## src/rtl/gate_preact_mac_pkg.sv

```systemverilog
// Shared definitions for the gate pre-activation MAC: FSM states, default
// geometry, the fixed-point one and the narrow-result saturation limits.
package gate_preact_mac_pkg;

    localparam int DEF_WIDTH = 24;
    localparam int DEF_FRAC  = 20;
    localparam int DEF_N_IN  = 8;

    localparam logic [DEF_WIDTH-1:0] FRAC_ONE = DEF_WIDTH'(1) << DEF_FRAC;
    localparam logic [DEF_WIDTH-1:0] SAT_MAX  = {1'b0, {(DEF_WIDTH-1){1'b1}}};
    localparam logic [DEF_WIDTH-1:0] SAT_MIN  = {1'b1, {(DEF_WIDTH-1){1'b0}}};

    typedef enum logic [1:0] {
        ST_IDLE = 2'd0,
        ST_ACC  = 2'd1,
        ST_OUT  = 2'd2
    } gp_state_e;

endpackage

```

## src/rtl/gate_preact_mac_if.sv

```systemverilog
// Operand/result handshake bundle of the gate pre-activation MAC.
// The slave modport is the MAC itself; the master side feeds pairs and takes results.
interface gate_preact_mac_if #(
    parameter int WIDTH = 24
);
    logic             i_start;
    logic [WIDTH-1:0] i_bias;
    logic             i_valid;
    logic [WIDTH-1:0] i_x;
    logic [WIDTH-1:0] i_w;
    logic             o_ready;
    logic             o_valid;
    logic             i_ready;
    logic [WIDTH-1:0] o_data;
    logic             o_busy;

    modport slave (
        input  i_start, i_bias, i_valid, i_x, i_w, i_ready,
        output o_ready, o_valid, o_data, o_busy
    );

    modport master (
        output i_start, i_bias, i_valid, i_x, i_w, i_ready,
        input  o_ready, o_valid, o_data, o_busy
    );
endinterface

```

## src/rtl/gate_preact_mac_fxp_mult.sv

```systemverilog
// Signed fixed-point multiply: full 2*WIDTH product, arithmetic shift right by
// FRAC so the result keeps the operands' binary point. Purely combinational.
module fxp_mult #(
    parameter int WIDTH = 24,
    parameter int FRAC  = 20
) (
    input  logic signed [WIDTH-1:0]   a_i,
    input  logic signed [WIDTH-1:0]   b_i,
    output logic signed [2*WIDTH-1:0] p_o
);
    logic signed [2*WIDTH-1:0] full_prod;

    assign full_prod = a_i * b_i;
    assign p_o       = full_prod >>> FRAC;
endmodule

```

## src/rtl/gate_preact_mac.sv

```systemverilog
// Bias + N_IN-term signed fixed-point dot product feeding a tanh/sigmoid stage.
// Build option GATE_MAC_SATURATE_EN: clamp the narrowed result instead of wrapping.
module gate_preact_mac
    import gate_preact_mac_pkg::*;
#(
    parameter int WIDTH = DEF_WIDTH,
    parameter int FRAC  = DEF_FRAC,
    parameter int N_IN  = DEF_N_IN
) (
    input  logic                  clk,
    input  logic                  rst_n,
    gate_preact_mac_if.slave      bus
);
    localparam int ACC_W = 2 * WIDTH;
    localparam int CNT_W = $clog2(N_IN + 1);
    localparam logic [CNT_W-1:0] LAST_IDX = CNT_W'(N_IN - 1);

    gp_state_e               state_q, state_d;
    logic signed [ACC_W-1:0] acc_q, acc_d;
    logic signed [ACC_W-1:0] prod;
    logic [CNT_W-1:0]        cnt_q, cnt_d;
    logic [WIDTH-1:0]        narrow_acc;

    fxp_mult #(
        .WIDTH (WIDTH),
        .FRAC  (FRAC)
    ) u_mult (
        .a_i (bus.i_x),
        .b_i (bus.i_w),
        .p_o (prod)
    );

    always_ff @(posedge clk or negedge rst_n) begin
        if (!rst_n) begin
            state_q <= ST_IDLE;
            acc_q   <= '0;
            cnt_q   <= '0;
        end else begin
            state_q <= state_d;
            acc_q   <= acc_d;
            cnt_q   <= cnt_d;
        end
    end

    // Pairs only land in ACC; a pair offered alongside i_start is left unconsumed.
    always_comb begin
        state_d = state_q;
        acc_d   = acc_q;
        cnt_d   = cnt_q;
        unique case (state_q)
            ST_IDLE: begin
                if (bus.i_start) begin
                    acc_d   = ACC_W'($signed(bus.i_bias));
                    cnt_d   = '0;
                    state_d = ST_ACC;
                end
            end
            ST_ACC: begin
                if (bus.i_valid) begin
                    acc_d = acc_q + prod;
                    cnt_d = cnt_q + 1'b1;
                    if (cnt_q == LAST_IDX) begin
                        state_d = ST_OUT;
                    end
                end
            end
            ST_OUT: begin
                if (bus.i_ready) begin
                    state_d = ST_IDLE;
                end
            end
            default: begin
                state_d = ST_IDLE;
            end
        endcase
    end

`ifdef GATE_MAC_SATURATE_EN
    localparam logic signed [ACC_W-1:0] ACC_HI = {{(WIDTH+1){1'b0}}, {(WIDTH-1){1'b1}}};
    localparam logic signed [ACC_W-1:0] ACC_LO = {{(WIDTH+1){1'b1}}, {(WIDTH-1){1'b0}}};

    always_comb begin
        if (acc_q > ACC_HI) begin
            narrow_acc = ACC_HI[WIDTH-1:0];
        end else if (acc_q < ACC_LO) begin
            narrow_acc = ACC_LO[WIDTH-1:0];
        end else begin
            narrow_acc = acc_q[WIDTH-1:0];
        end
    end
`else
    assign narrow_acc = acc_q[WIDTH-1:0];
`endif

    // acc is frozen in OUT, so o_data is stable for as long as backpressure lasts.
    assign bus.o_ready = (state_q == ST_ACC);
    assign bus.o_valid = (state_q == ST_OUT);
    assign bus.o_busy  = (state_q != ST_IDLE);
    assign bus.o_data  = (state_q == ST_OUT) ? narrow_acc : '0;

endmodule

```

## src/flat_wrapper.sv

```systemverilog
// flat-port wrapper written by rule: the top's interface ports become plain ports
module gate_preact_mac_flat import gate_preact_mac_pkg::*;
#(
    parameter int WIDTH = DEF_WIDTH,
    parameter int FRAC  = DEF_FRAC,
    parameter int N_IN  = DEF_N_IN
)
  (clk, rst_n, bus_i_start, bus_i_bias, bus_i_valid, bus_i_x, bus_i_w, bus_i_ready, bus_o_ready, bus_o_valid, bus_o_data, bus_o_busy);
  gate_preact_mac_if #(.WIDTH(WIDTH)) bus_i ();
  input  logic clk;
  input  logic rst_n;
  input wire logic [$bits(bus_i.i_start)-1:0] bus_i_start;
  input wire logic [$bits(bus_i.i_bias)-1:0] bus_i_bias;
  input wire logic [$bits(bus_i.i_valid)-1:0] bus_i_valid;
  input wire logic [$bits(bus_i.i_x)-1:0] bus_i_x;
  input wire logic [$bits(bus_i.i_w)-1:0] bus_i_w;
  input wire logic [$bits(bus_i.i_ready)-1:0] bus_i_ready;
  output wire logic [$bits(bus_i.o_ready)-1:0] bus_o_ready;
  output wire logic [$bits(bus_i.o_valid)-1:0] bus_o_valid;
  output wire logic [$bits(bus_i.o_data)-1:0] bus_o_data;
  output wire logic [$bits(bus_i.o_busy)-1:0] bus_o_busy;
  assign bus_i.i_start = bus_i_start;
  assign bus_i.i_bias = bus_i_bias;
  assign bus_i.i_valid = bus_i_valid;
  assign bus_i.i_x = bus_i_x;
  assign bus_i.i_w = bus_i_w;
  assign bus_i.i_ready = bus_i_ready;
  assign bus_o_ready = bus_i.o_ready;
  assign bus_o_valid = bus_i.o_valid;
  assign bus_o_data = bus_i.o_data;
  assign bus_o_busy = bus_i.o_busy;
  gate_preact_mac #(.WIDTH(WIDTH), .FRAC(FRAC), .N_IN(N_IN)) u_core (.clk(clk), .rst_n(rst_n), .bus(bus_i));
endmodule
```

## config.mk

```make
export PLATFORM = sky130hd
export DESIGN_NAME = gate_preact_mac_flat
export DESIGN_NICKNAME = d
export VERILOG_FILES = /design/src/rtl/gate_preact_mac_pkg.sv /design/src/rtl/gate_preact_mac_if.sv /design/src/rtl/gate_preact_mac_fxp_mult.sv /design/src/rtl/gate_preact_mac.sv /design/src/flat_wrapper.sv
export SDC_FILE = /design/constraint.sdc
export NUM_CORES = 2
export LEC_CHECK = 0
export CAP_MARGIN = 40
export CELL_PAD_IN_SITES_DETAIL_PLACEMENT = 1
export CELL_PAD_IN_SITES_GLOBAL_PLACEMENT = 2
export CORE_MARGIN = 3
export CORE_UTILIZATION = 44
export DETAILED_ROUTE_END_ITERATION = 10
export PLACE_DENSITY = 0.88
export SYNTH_ARGS = -nofsm -noshare
export SYNTH_HDL_FRONTEND = slang
export SYNTH_SLANG_ARGS = --single-unit
```

## constraint.sdc

```tcl
create_clock -name clk -period 4.3 [get_ports clk]
set_input_delay 0.43 -clock clk [delete_from_list [all_inputs] [get_ports clk]]
set_output_delay 0.43 -clock clk [all_outputs]
set_load 0.01 [all_outputs]
```

==> results.toml <==
[synth]
synth_mux_area_share_pct = 0.142
synth_top_cells_by_area = "sky130_fd_sc_hd__fa_1 (51%), sky130_fd_sc_hd__inv_1 (9.7%), sky130_fd_sc_hd__and2_1 (8.6%), sky130_fd_sc_hd__ha_1 (8.6%), sky130_fd_sc_hd__nand2_1 (5.3%)"
synth_top_area_share_pct = 51.4
synth_simple_gate_area_share_pct = 16.9
synthDistinctLibCells = 52
synthAdderAreaFrac_pct = 60.0
syn_inst = 2419
synthesis_stage_register_bit_count = 30
post_synth.cell_area_avg_sq_um = 9.11
synthXorXnorAreaFrac_pct = 2.58
library_cell_occupying_the_most_area_in_the_post_synthesis_netlist = "sky130_fd_sc_hd__fa_1"
yosysSeqAreaShare_pct = 3.41
async_reset_ff_share_pct = 100
combinational_family_with_the_most_area_after_synthesis = "adder cells"
synth_enable_flop_cells = 0
yosys_warnings = 0
synth-compound-area-share_pct = 5.34
syn-num-nets = 3213
most_used_dff_post_synth = "sky130_fd_sc_hd__dfrtp_1"
synth.cell_area_sq_um = 22000

[floorplanning]
core_area_sq_um = 49200
fp-row-count = 81
starting_utilization_of_the_core_area_pct = 44.8
die_span_in_x_um = 230
dieHeight_um = 230
ioPinCount = 104
die_area_sq_um = 52800

[clock_tree]
clkSlewWorstSetupHoldPaths_ns = 0.06
htree_levels = 2
cts_hold_buffers = 0
insertion_delay_ns = 0.28
num_cts_buffers = 5
clock_tree_from_tritoncts = "yes"
cts-root-buf = "sky130_fd_sc_hd__clkbuf_16"
clk_path_buf_depth = 2
sink_count = 30

[global_route]
met2_use_gr_pct = 61.0
number_of_antenna_violations_at_the_first_check_in_global_routing = 1
pin_count_of_the_biggest_net_entering_global_routing = 31
globalRoute.totalOverflow = 0
grt.total_usage_pct = 32.2
groute.layer.met3.usage_pct = 3.44
grt_most_used_layer = "met2"
globalRouteMet1Util_pct = 34.9
first_global_vias = 23100
grt_pass1_wl_um = 131000

[timing]
timing.final.setup_violations = 24
fmax_ghz = 0.116
post-route-period-util_pct = 200
fin_ws_ns = -4.30
finClkSkew_ns = 0.00941
setup_repair_after_global_routing_missed_its_margin = "yes"
final_period_minus_worst_setup_slack_ns = 8.60
max_slew.worst_pin.slew_ns = 0.673
maxSlewHeadroom_pct = 55.1
hold_violations = 0
slew_viol_final = 0

[route]
postRouteAntennaNets = 0
firstDrtPassIters = 5
wl_um = 86600
drtIter0Drc = 1125
drt_drc_violations_left = 0
routed-via-count = 19200
avgViaCountPerCell = 5.46
routed_wire_length_per_instance_um = 24.6

[finish]
finalNetCount = 3645
layout.cells.most_common = "sky130_fd_sc_hd__inv_1"
most_frequent_cells_in_the_layout = "sky130_fd_sc_hd__inv_1 (540), sky130_fd_sc_hd__fa_1 (530), sky130_fd_sc_hd__buf_4 (320), sky130_fd_sc_hd__nand2_1 (301), sky130_fd_sc_hd__and2_1 (266)"
final.fill_count = 5447
drive_gt1_share_pct = 25.5
area_growth_syn_to_layout_pct = 32.6

[status]
violations = "setup timing"
status = "complete, but fails checks"

[placed_design]
dp_hpwl_um = 60100
gp_routability_congestion = 0.853
placement.io_buffers = 103
preCtsSetupSlack_ns = -4.92

[worst_setup_path]
arrival_ns = 8.75
max_stage_delay_ns = 0.65
crit_path_slowest_cell = "sky130_fd_sc_hd__fa_1"
critical_path.startpoint_type = "input pin"
crit_path_frequent_cell = "sky130_fd_sc_hd__fa_1"
critical_path.max_fanout = 5
timing_worst_setup_path_type = "in -> reg"
required_ns = 4.45
crit_path_end_kind = "register"

[run]
number_of_max_capacitance_violations_reported = 0

[worst_hold_path]
min-delay-path-class = "reg -> reg"
-- cells in the mapped netlist, types with 9 or more instances --
| cell type | count |
|---|---|
| sky130_fd_sc_hd__and2_1 | 304 |
| sky130_fd_sc_hd__and3_1 | 9 |
| sky130_fd_sc_hd__ha_1 | 151 |
| sky130_fd_sc_hd__clkbuf_1 | 107 |
| sky130_fd_sc_hd__nor2b_1 | 19 |
| sky130_fd_sc_hd__inv_1 | 570 |
| sky130_fd_sc_hd__xor2_1 | 16 |
| sky130_fd_sc_hd__o21ai_0 | 40 |
| sky130_fd_sc_hd__dfrtp_1 | 30 |
| sky130_fd_sc_hd__fa_1 | 566 |
| sky130_fd_sc_hd__a21oi_1 | 56 |
| sky130_fd_sc_hd__nand3_1 | 14 |
| sky130_fd_sc_hd__a21o_1 | 21 |
| sky130_fd_sc_hd__nand2_1 | 313 |
| sky130_fd_sc_hd__o21a_1 | 9 |
| sky130_fd_sc_hd__nand2b_1 | 12 |
| sky130_fd_sc_hd__xnor2_1 | 49 |
| sky130_fd_sc_hd__a31oi_1 | 10 |
| sky130_fd_sc_hd__nor2_1 | 43 |
-- stage by stage --
stage / area, sq um / hold slack, ns / util [%] / instances / setup TNS, ns
5_1_grt: 29200 / 0.572 / 59.4 / 3514 / -94.99
2_1_floorplan: 22300 / 0.134 / - / 2419 / -70.32
3_3_place_gp: 26300 / 0.467 / 53.5 / 3378 / -96.76
4_1_cts: 28800 / 0.514 / 58.5 / 3498 / -83.07
3_5_place_dp: 26300 / 0.507 / 53.6 / 3379 / -101.04
6_report: 29200 / 0.531 / 59.4 / 3515 / -90.32
-- cell families (layout without fill, tap and decap cells) --
group | after synthesis | in the layout
other cells | 0 | 1
compound gates | 185 | 185
fa+ha+maj | 717 | 717
xor+xnor | 65 | 65
buf+inv | 679 | 1110
simple gates | 740 | 740
mux | 3 | 3
flops | 30 | 30
-- critical path: cells and delay by family --
family          cells  cell delay, ns
simple gates        4            0.50
compound gates      9            1.91
fa+ha+maj           9            4.14
mux                 1            0.23
buf+inv             9            1.40
xor+xnor            1            0.13
-- registers in the layout (all words and copies together), names as in the netlist --
signal / cells
u_core.acc_q: 24
u_core.state_q: 2
u_core.cnt_q: 4
-- final timing paths --
kind                                      to  slack, ns  cells past startpoint              start
max                         u_core.acc_q[17]      -4.30                     33        bus_i_w[20]
min                        u_core.state_q[0]       0.53                      1  u_core.state_q[1]
max reg2reg                 u_core.acc_q[17]       1.49                     11    u_core.acc_q[1]
min reg2reg                u_core.state_q[0]       0.53                      1  u_core.state_q[1]
max in group asynchronous    u_core.cnt_q[0]       3.42                      2              rst_n
min in group asynchronous   u_core.acc_q[18]       0.56                      2              rst_n
-- area by class of cell --
| class | instances | area [sq um] | share of cell area, % |
|---|---|---|---|
| antenna | 1 | 2.50 | 0.00857 |
| clock buffer | 6 | 139 | 0.475 |
| inverter | 570 | 2140 | 7.32 |
| multi-input combinational | 1710 | 20000 | 68.6 |
| sequential | 30 | 751 | 2.57 |
| tap | 664 | 831 | 2.84 |
| timing repair buffer | 534 | 5310 | 18.2 |
-- per-layer routing --
| metal | part of all wire (%) | up-vias |
|---|---|---|
| met5 | 0.0092 | - |
| met4 | 6.9 | 2 |
| met3 | 4.0 | 365 |
| met2 | 55 | 741 |
| met1 | 34 | 10100 |
| li1 | - | 7939 |
-- what timing repair did --
item,4_1_cts,5_1_grt
buffers inserted,103,21
setup endpoints to repair,24,24
pin swaps,195,118
resized for setup,431,86
gates cloned,14,0
Power is not shown: default switching activity piles up to over one toggle a cycle in this logic, so the estimate is an artifact.
